$ cat config.mk
export PLATFORM = sky130hd
export DESIGN_NAME = bus_arb2
export DESIGN_NICKNAME = d
export VERILOG_FILES = /design/src/rtl/bus_arb2.sv
export SDC_FILE = /design/constraint.sdc
export NUM_CORES = 1
export LEC_CHECK = 0
export CAP_MARGIN = 40
export CORE_AREA = 2 2 123 125
export CTS_CLUSTER_DIAMETER = 30
export DETAILED_ROUTE_END_ITERATION = 10
export DIE_AREA = 0 0 125 127
export SYNTH_ARGS = -nofsm -noshare
export SYNTH_HDL_FRONTEND = slang
export SYNTH_SLANG_ARGS = --single-unit
export TNS_END_PERCENT = 10
$ cat constraint.sdc
create_clock -name clk_i -period 8.3 [get_ports clk_i]
set_input_delay 1.66 -clock clk_i [delete_from_list [all_inputs] [get_ports clk_i]]
set_output_delay 1.66 -clock clk_i [all_outputs]
set_load 0.02 [all_outputs]
$ cat src/rtl/bus_arb2.sv
// bus_arb2: two-master / one-slave arbiter for the req/ack/resp bus.
// Round-robin arbitration with the grant held until the slave accepts.
// In-order read responses are routed back through a FIFO of master IDs.
module bus_arb2 #(
    parameter int RD_FIFO_POW = 2
) (
    input  logic        clk_i,
    input  logic        rst_i,

    input  logic        m0_req_i,
    input  logic        m0_we_i,
    input  logic [31:0] m0_addr_bi,
    input  logic [3:0]  m0_be_bi,
    input  logic [31:0] m0_wdata_bi,
    output logic        m0_ack_o,
    output logic        m0_resp_o,
    output logic [31:0] m0_rdata_bo,

    input  logic        m1_req_i,
    input  logic        m1_we_i,
    input  logic [31:0] m1_addr_bi,
    input  logic [3:0]  m1_be_bi,
    input  logic [31:0] m1_wdata_bi,
    output logic        m1_ack_o,
    output logic        m1_resp_o,
    output logic [31:0] m1_rdata_bo,

    output logic        s_req_o,
    output logic        s_we_o,
    output logic [31:0] s_addr_bo,
    output logic [3:0]  s_be_bo,
    output logic [31:0] s_wdata_bo,
    input  logic        s_ack_i,
    input  logic        s_resp_i,
    input  logic [31:0] s_rdata_bi,

    output logic        resp_err_o
);

    localparam int DEPTH = 2 ** RD_FIFO_POW;
    localparam logic [RD_FIFO_POW:0] DEPTH_CNT = (RD_FIFO_POW + 1)'(DEPTH);

    logic                   prio;
    logic                   lock_valid;
    logic                   lock_id;
    logic [RD_FIFO_POW:0]   count;
    logic [RD_FIFO_POW-1:0] wptr;
    logic [RD_FIFO_POW-1:0] rptr;
    logic                   id_mem [DEPTH];

    logic full, empty;
    logic elig0, elig1;
    logic has_win, win_id;
    logic accept, push, pop;
    logic head;

    assign full  = (count == DEPTH_CNT);
    assign empty = (count == '0);

    // A read is held off while the ID FIFO is full; writes always go through.
    assign elig0 = m0_req_i & (m0_we_i | ~full);
    assign elig1 = m1_req_i & (m1_we_i | ~full);

    // Pick the winner: a held grant sticks, otherwise round-robin on prio.
    always_comb begin
        has_win = 1'b0;
        win_id  = 1'b0;
        if (lock_valid) begin
            win_id  = lock_id;
            has_win = lock_id ? m1_req_i : m0_req_i;
        end else if (elig0 && elig1) begin
            win_id  = prio;
            has_win = 1'b1;
        end else if (elig0 || elig1) begin
            win_id  = elig1;
            has_win = 1'b1;
        end
    end

    // Mux the winning master onto the slave port; zero when idle.
    always_comb begin
        s_req_o    = has_win;
        s_we_o     = 1'b0;
        s_addr_bo  = '0;
        s_be_bo    = '0;
        s_wdata_bo = '0;
        if (has_win) begin
            s_we_o     = win_id ? m1_we_i     : m0_we_i;
            s_addr_bo  = win_id ? m1_addr_bi  : m0_addr_bi;
            s_be_bo    = win_id ? m1_be_bi    : m0_be_bi;
            s_wdata_bo = win_id ? m1_wdata_bi : m0_wdata_bi;
        end
    end

    assign accept   = s_req_o & s_ack_i;
    assign push     = accept & ~s_we_o;
    assign pop      = s_resp_i & ~empty;
    assign head     = id_mem[rptr];
    assign m0_ack_o = accept & ~win_id;
    assign m1_ack_o = accept &  win_id;

    // Route a response to the master at the FIFO head; flag orphan responses.
    always_comb begin
        m0_resp_o   = pop & ~head;
        m1_resp_o   = pop &  head;
        m0_rdata_bo = m0_resp_o ? s_rdata_bi : '0;
        m1_rdata_bo = m1_resp_o ? s_rdata_bi : '0;
        resp_err_o  = s_resp_i & empty;
    end

    // Arbitration state and FIFO bookkeeping.
    always_ff @(posedge clk_i) begin
        if (rst_i) begin
            prio       <= 1'b0;
            lock_valid <= 1'b0;
            lock_id    <= 1'b0;
            count      <= '0;
            wptr       <= '0;
            rptr       <= '0;
        end else begin
            if (accept) begin
                lock_valid <= 1'b0;
                prio       <= ~win_id;
            end else if (s_req_o) begin
                lock_valid <= 1'b1;
                lock_id    <= win_id;
            end
            if (push) wptr <= wptr + 1'b1;
            if (pop)  rptr <= rptr + 1'b1;
            case ({push, pop})
                2'b10:   count <= count + 1'b1;
                2'b01:   count <= count - 1'b1;
                default: count <= count;
            endcase
        end
    end

    // ID storage needs no reset: entries are only read when count says valid.
    always_ff @(posedge clk_i) begin
        if (push) id_mem[wptr] <= win_id;
    end

endmodule

* Word-level counts from Yosys, hierarchy flattened *
Memory sizes are Yosys's and may differ from the RTL's. A register that Yosys moved wholly into a read port is not among the register bits.
Cells that the tools add are included.

storage, ports and cells
  output and inout port bits = 139
  bits in writable memories = 4
  register bits after elaboration = 10
  memories = 1

memory list
  memory  words  bits a word  rd ports  clocked after Yosys merged registers in  wr ports  line  text
  id_mem  4      1            1         1                                        1         49    logic id_mem [DEPTH];

cells by class
  add/subtract/negate cells = 4
  muxes and demuxes = 22
  bitwise gates (word level) = 18
  reductions and logical operators = 6
  eq/ne operators = 3

operator list
  operator                                                                number
  32-bit two-way mux                                                      6
  1-bit two-way mux                                                       11
  1-bit bitwise AND                                                       10
  4-bit two-way mux                                                       2
  1-bit inverter                                                          6
  3-bit one-hot mux with 2 select lines                                   1
  2-bit by 1-bit adder with 2-bit output (second input constant)          2
  2-bit two-way mux                                                       2
  3-bit by 1-bit adder with 3-bit output (second input constant)          1
  3-bit equality test (second input constant)                             1
  3-bit logical NOT                                                       1
  3-bit by 1-bit subtractor with 3-bit output (second input constant)     1
  2-bit by 1-bit equality test with 1-bit output (second input constant)  1
  2-bit equality test (second input constant)                             1
  1-bit bitwise OR                                                        2
  2-bit AND reduction                                                     1
  2-bit nonzero test                                                      1
  2-bit OR reduction                                                      1
  1-bit logical AND                                                       1
  1-bit logical OR                                                        1

* Longest topological paths before layout *
  depth in word-level cells = 14
  mapped depth = 12
  depth with buffers taken out = 12

* Worst setup path before layout *
No wires, ideal clock.

  path type = input-to-output
  start point = in m0_we_i
  end point = out s_addr_bo[10]
  buffers on the path = 1
  setup slack = 3.245 ns
  arrival = 3.395 ns
  stages on the path = 7
  required time = 6.640 ns
  cell sequence = or4b_4 -> a2111oi_4 -> a21oi_2 -> inv_2 -> buf_2 -> nand2_1 -> a21oi_1

on the way
  longest elaborated chain between the ends = 8
  elaborated cells between the ends (all ways) = 12
  classes of those cells = 8 x mux; 2 x bitwise; 2 x reduce/logical

ends and longest elaborated chain
  what                    line  text
  from (decl)             11    input logic m0_we_i,
  1-bit bitwise OR (*)    61    assign elig0 = m0_req_i & (m0_we_i | ~full);
  1-bit bitwise AND (*)   61
  1-bit logical OR        74    end else if (elig0 || elig1) begin
  1-bit two-way mux       74
  1-bit two-way mux (*)   71    end else if (elig0 && elig1) begin
  1-bit two-way mux (*)   68    if (lock_valid) begin
  net win_id              53    logic has_win, win_id;
  32-bit two-way mux (*)  89    s_addr_bo = win_id ? m1_addr_bi : m0_addr_bi;
  32-bit two-way mux (*)  87    if (has_win) begin
  to (decl)               30    output logic [31:0] s_addr_bo,

The timed path passes the listed nets; every way through them passes the cells marked *.

* Worst setup path after layout *
  start point = in m1_we_i
  end point = out m0_ack_o

on the way
  longest elaborated chain between the ends = 8
  elaborated cells between the ends (all ways) = 13
  classes of those cells = 6 x mux; 5 x bitwise; 2 x reduce/logical

ends and longest elaborated chain
  what                                                 line    text
  from (decl)                                          20      input logic m1_we_i,
  1-bit bitwise OR (*)                                 62      assign elig1 = m1_req_i & (m1_we_i | ~full);
  1-bit bitwise AND (*)                                62
  1-bit logical OR                                     74
  1-bit two-way mux                                    74
  1-bit two-way mux                                    71
  1-bit two-way mux                                    68
  1-bit bitwise AND or 1-bit inverter (tied branches)  95, 99
  1-bit bitwise AND (*)                                99      assign m0_ack_o = accept & ~win_id;
  to (decl)                                            15      output logic m0_ack_o,

Every way passes the cells marked *; elsewhere a longest branch is shown, timed or not.

==> metrics.md <==
| Metric | Value |
|---|---|
| Status | `finished clean` |
| Cts repair resizes | `0` |
| Avg WL per Cell | `13.98 um` |
| Largest net degree at the start of global routing | `72` |
| Clock transition at path regs | `50 ps` |
| Critical Path Start Type | `input pin` |
| Min Hold Slack | `516.1 ps` |
| Syn Nets | `570` |
| Via density per instance | `4.367` |
| Most frequent cells in the layout | `clkdlybuf4s50_1, nand2_1, a21oi_1` |
| Setup slack after layout | `1989 ps` |
| Adder-cell share of the synthesized area | `3.632%` |
| Post-CTS setup repair buffer count | `0` |
| Core ar. | `14420 um2` |
| Clock Path Buffers | `2` |
| Avg Synthesized Cell Area | `5.859 um2` |
| Cells after synthesis | `388` |
| Largest family of logic cells by synthesized area | `simple AND/OR/NAND/NOR gates` |
| Detail Route Antenna Nets | `0` |
| Synth Area in XOR/XNOR | `1.541%` |
| Post-synthesis simple-gate area fraction | `47.99%` |
| Area of placed instances | `5592 um2` |
| Final Util | `39.31%` |
| Non-Filler Instances | `864` |
| Place WS | `1977 ps` |
| First-pass GRT wire length | `18.24 mm` |
| Nets | `863` |
| Slew @ Worst Pin | `810.5 ps` |
| Final WL | `12.08 mm` |
| Rows | `44` |
| Synthesized flop and latch total | `16` |
| Area fraction in compound gates after synthesis | `20.75%` |
| DRC | `0` |
| H-tree Lvls | `1` |
| Die area | `15880 um2` |
| Yosys warning total | `0` |
| Hold-fix buffers at CTS | `0` |
| Max Clk Rate | `158.5 MHz` |
| Drt first pass iters | `4` |
| Post-synthesis sequential area ratio | `15.85%` |
| Fin area | `5670 um2` |
| Rel. slew slack | `45.63%` |
| Peak supply drop | `0.00007316 V` |
| Final setup viols | `0` |
| Hpwl dp | `10.05 mm` |
| Ant. Diodes | `0` |
| Max Slew Vio Count | `0` |
| Layout area overhead | `149.4%` |
| Worst Setup End Kind | `primary output` |
| Leakage | `2.286 nW` |
| CTS root buf | `clkbuf_16` |
| Fin crit period | `6311 ps` |
| WP data arrival | `4650 ps` |
| IO Count | `315` |
| Placed cell count | `860` |
| All-Layer GR Usage | `13.58%` |
| Layout Skew | `5.317 ps` |
| CTS tree | `yes` |
| Power Total | `0.9141 mW` |
| CP max FO | `44` |
| DR vias | `3773` |
| PortBufs | `314` |
| Total of max-cap violations | `0` |
| Critical path type | `input pin to primary output` |
| RSZ-0062 raised after global routing | `false` |
| Die Wd | `125 um` |
| Initial antenna violation count | `0` |
| Netlist cell types | `36` |
| GR Overflow Total | `0` |
| GPL Wtd Cong | `0.9319` |
| Worst skew pair latency | `250 ps` |
| Fin. Hold Viols | `0` |
| Share of layout cells above drive strength 1 | `2.794%` |
| Multiplexer share of the synthesized area | `2.367%` |
| Cell Area, Synth | `2273 um2` |
| Vias in the first global route | `3677` |
| TritonCTS Sinks | `16` |
| Required time of the critical path | `6640 ps` |
| Num CTS Buffers | `3` |
| Total negative setup slack | `0 ps` |
| Power Density | `161.2 nW/um2` |
| Starting Density | `15.76%` |
| DIE HEIGHT | `127 um` |
| Commonest non-fill, non-tap cell in the layout | `clkdlybuf4s50_1` |
| Tcrit/Tclk final | `76.03%` |
| Drt initial violations | `103` |
| Hold crit path type | `flop to flop` |
## cell type report
| cell class | count | area, um2 |
|---|---|---|
| fill | 1482 | 8753 |
| timing repair buffer | 320 | 3213 |
| multi-input combinational | 328 | 1743 |
| sequential | 16 | 360.3 |
| tap | 184 | 230.2 |
| clock buffer | 3 | 75.07 |
| inverter | 12 | 45.04 |
| clock inverter | 1 | 3.754 |
## routing by layer
layer	vias to the layer above	global-route usage, %	routed length, um
met4	0	2.026	125
li1	1856	-	-
met3	10	3.392	1121
met5	-	0	0
met1	1694	14.31	4419
met2	213	27.49	6412
## power breakdown
group          switching (mW)  internal [mW]
registers              0.0156         0.0947
logic                   0.366          0.344
clock network          0.0301         0.0639
total                   0.412          0.503
## synthesized netlist by cell type, drive strengths merged
cell type	number	share of area (%)
and2	38	10
nor4b	1	0.66
edfxtp	4	5.3
inv	11	1.8
nand2b	3	0.83
xnor2	1	0.39
o21ai	2	0.44
xor2	3	1.2
mux2i	2	0.88
dfxtp	12	11
a311oi	1	0.39
fa	1	0.88
mux4	1	0.99
nor2b	1	0.28
ha	5	2.8
nand2	140	23
a221oi	1	0.39
a211oi	1	0.33
a21oi	74	16
a21o	1	0.33
or4b	2	1.0
or3	1	0.28
nor2	12	2.1
a2111oi	2	2.4
buf	9	2.1
mux2	1	0.50
nand3	1	0.22
clkinv	1	0.16
nor3	1	0.22
and3	32	8.8
clkbuf	23	3.8
## path summary, 6_finish.rpt
kind | endpoint | slack, ps | cells past startpoint | from
worst min register to register | rptr[1] | 520 | 2 | rptr[1]
worst max register to register | count[2] | 4720 | 12 | count[0]
worst max-delay path | m0_ack_o | 1990 | 9 | m1_we_i
worst min-delay path | rptr[1] | 520 | 2 | rptr[1]
## critical path, stage by stage
cell and delay, ps:
clkdlybuf4s50_1 500, or4b_2 630, a221oi_1 440, a21o_2 290, buf_12 240, inv_1 150, nand3_1 130, inv_1 70
clkdlybuf4s50_1 540
## cells by family after synthesis
kind of cell / Yosys count
buf+inv: 44
mux: 4
compound gates: 82
xor+xnor: 4
flops: 16
simple gates: 232
fa+ha+maj: 6
No activity file was read; power rests on OpenSTA's default activity.
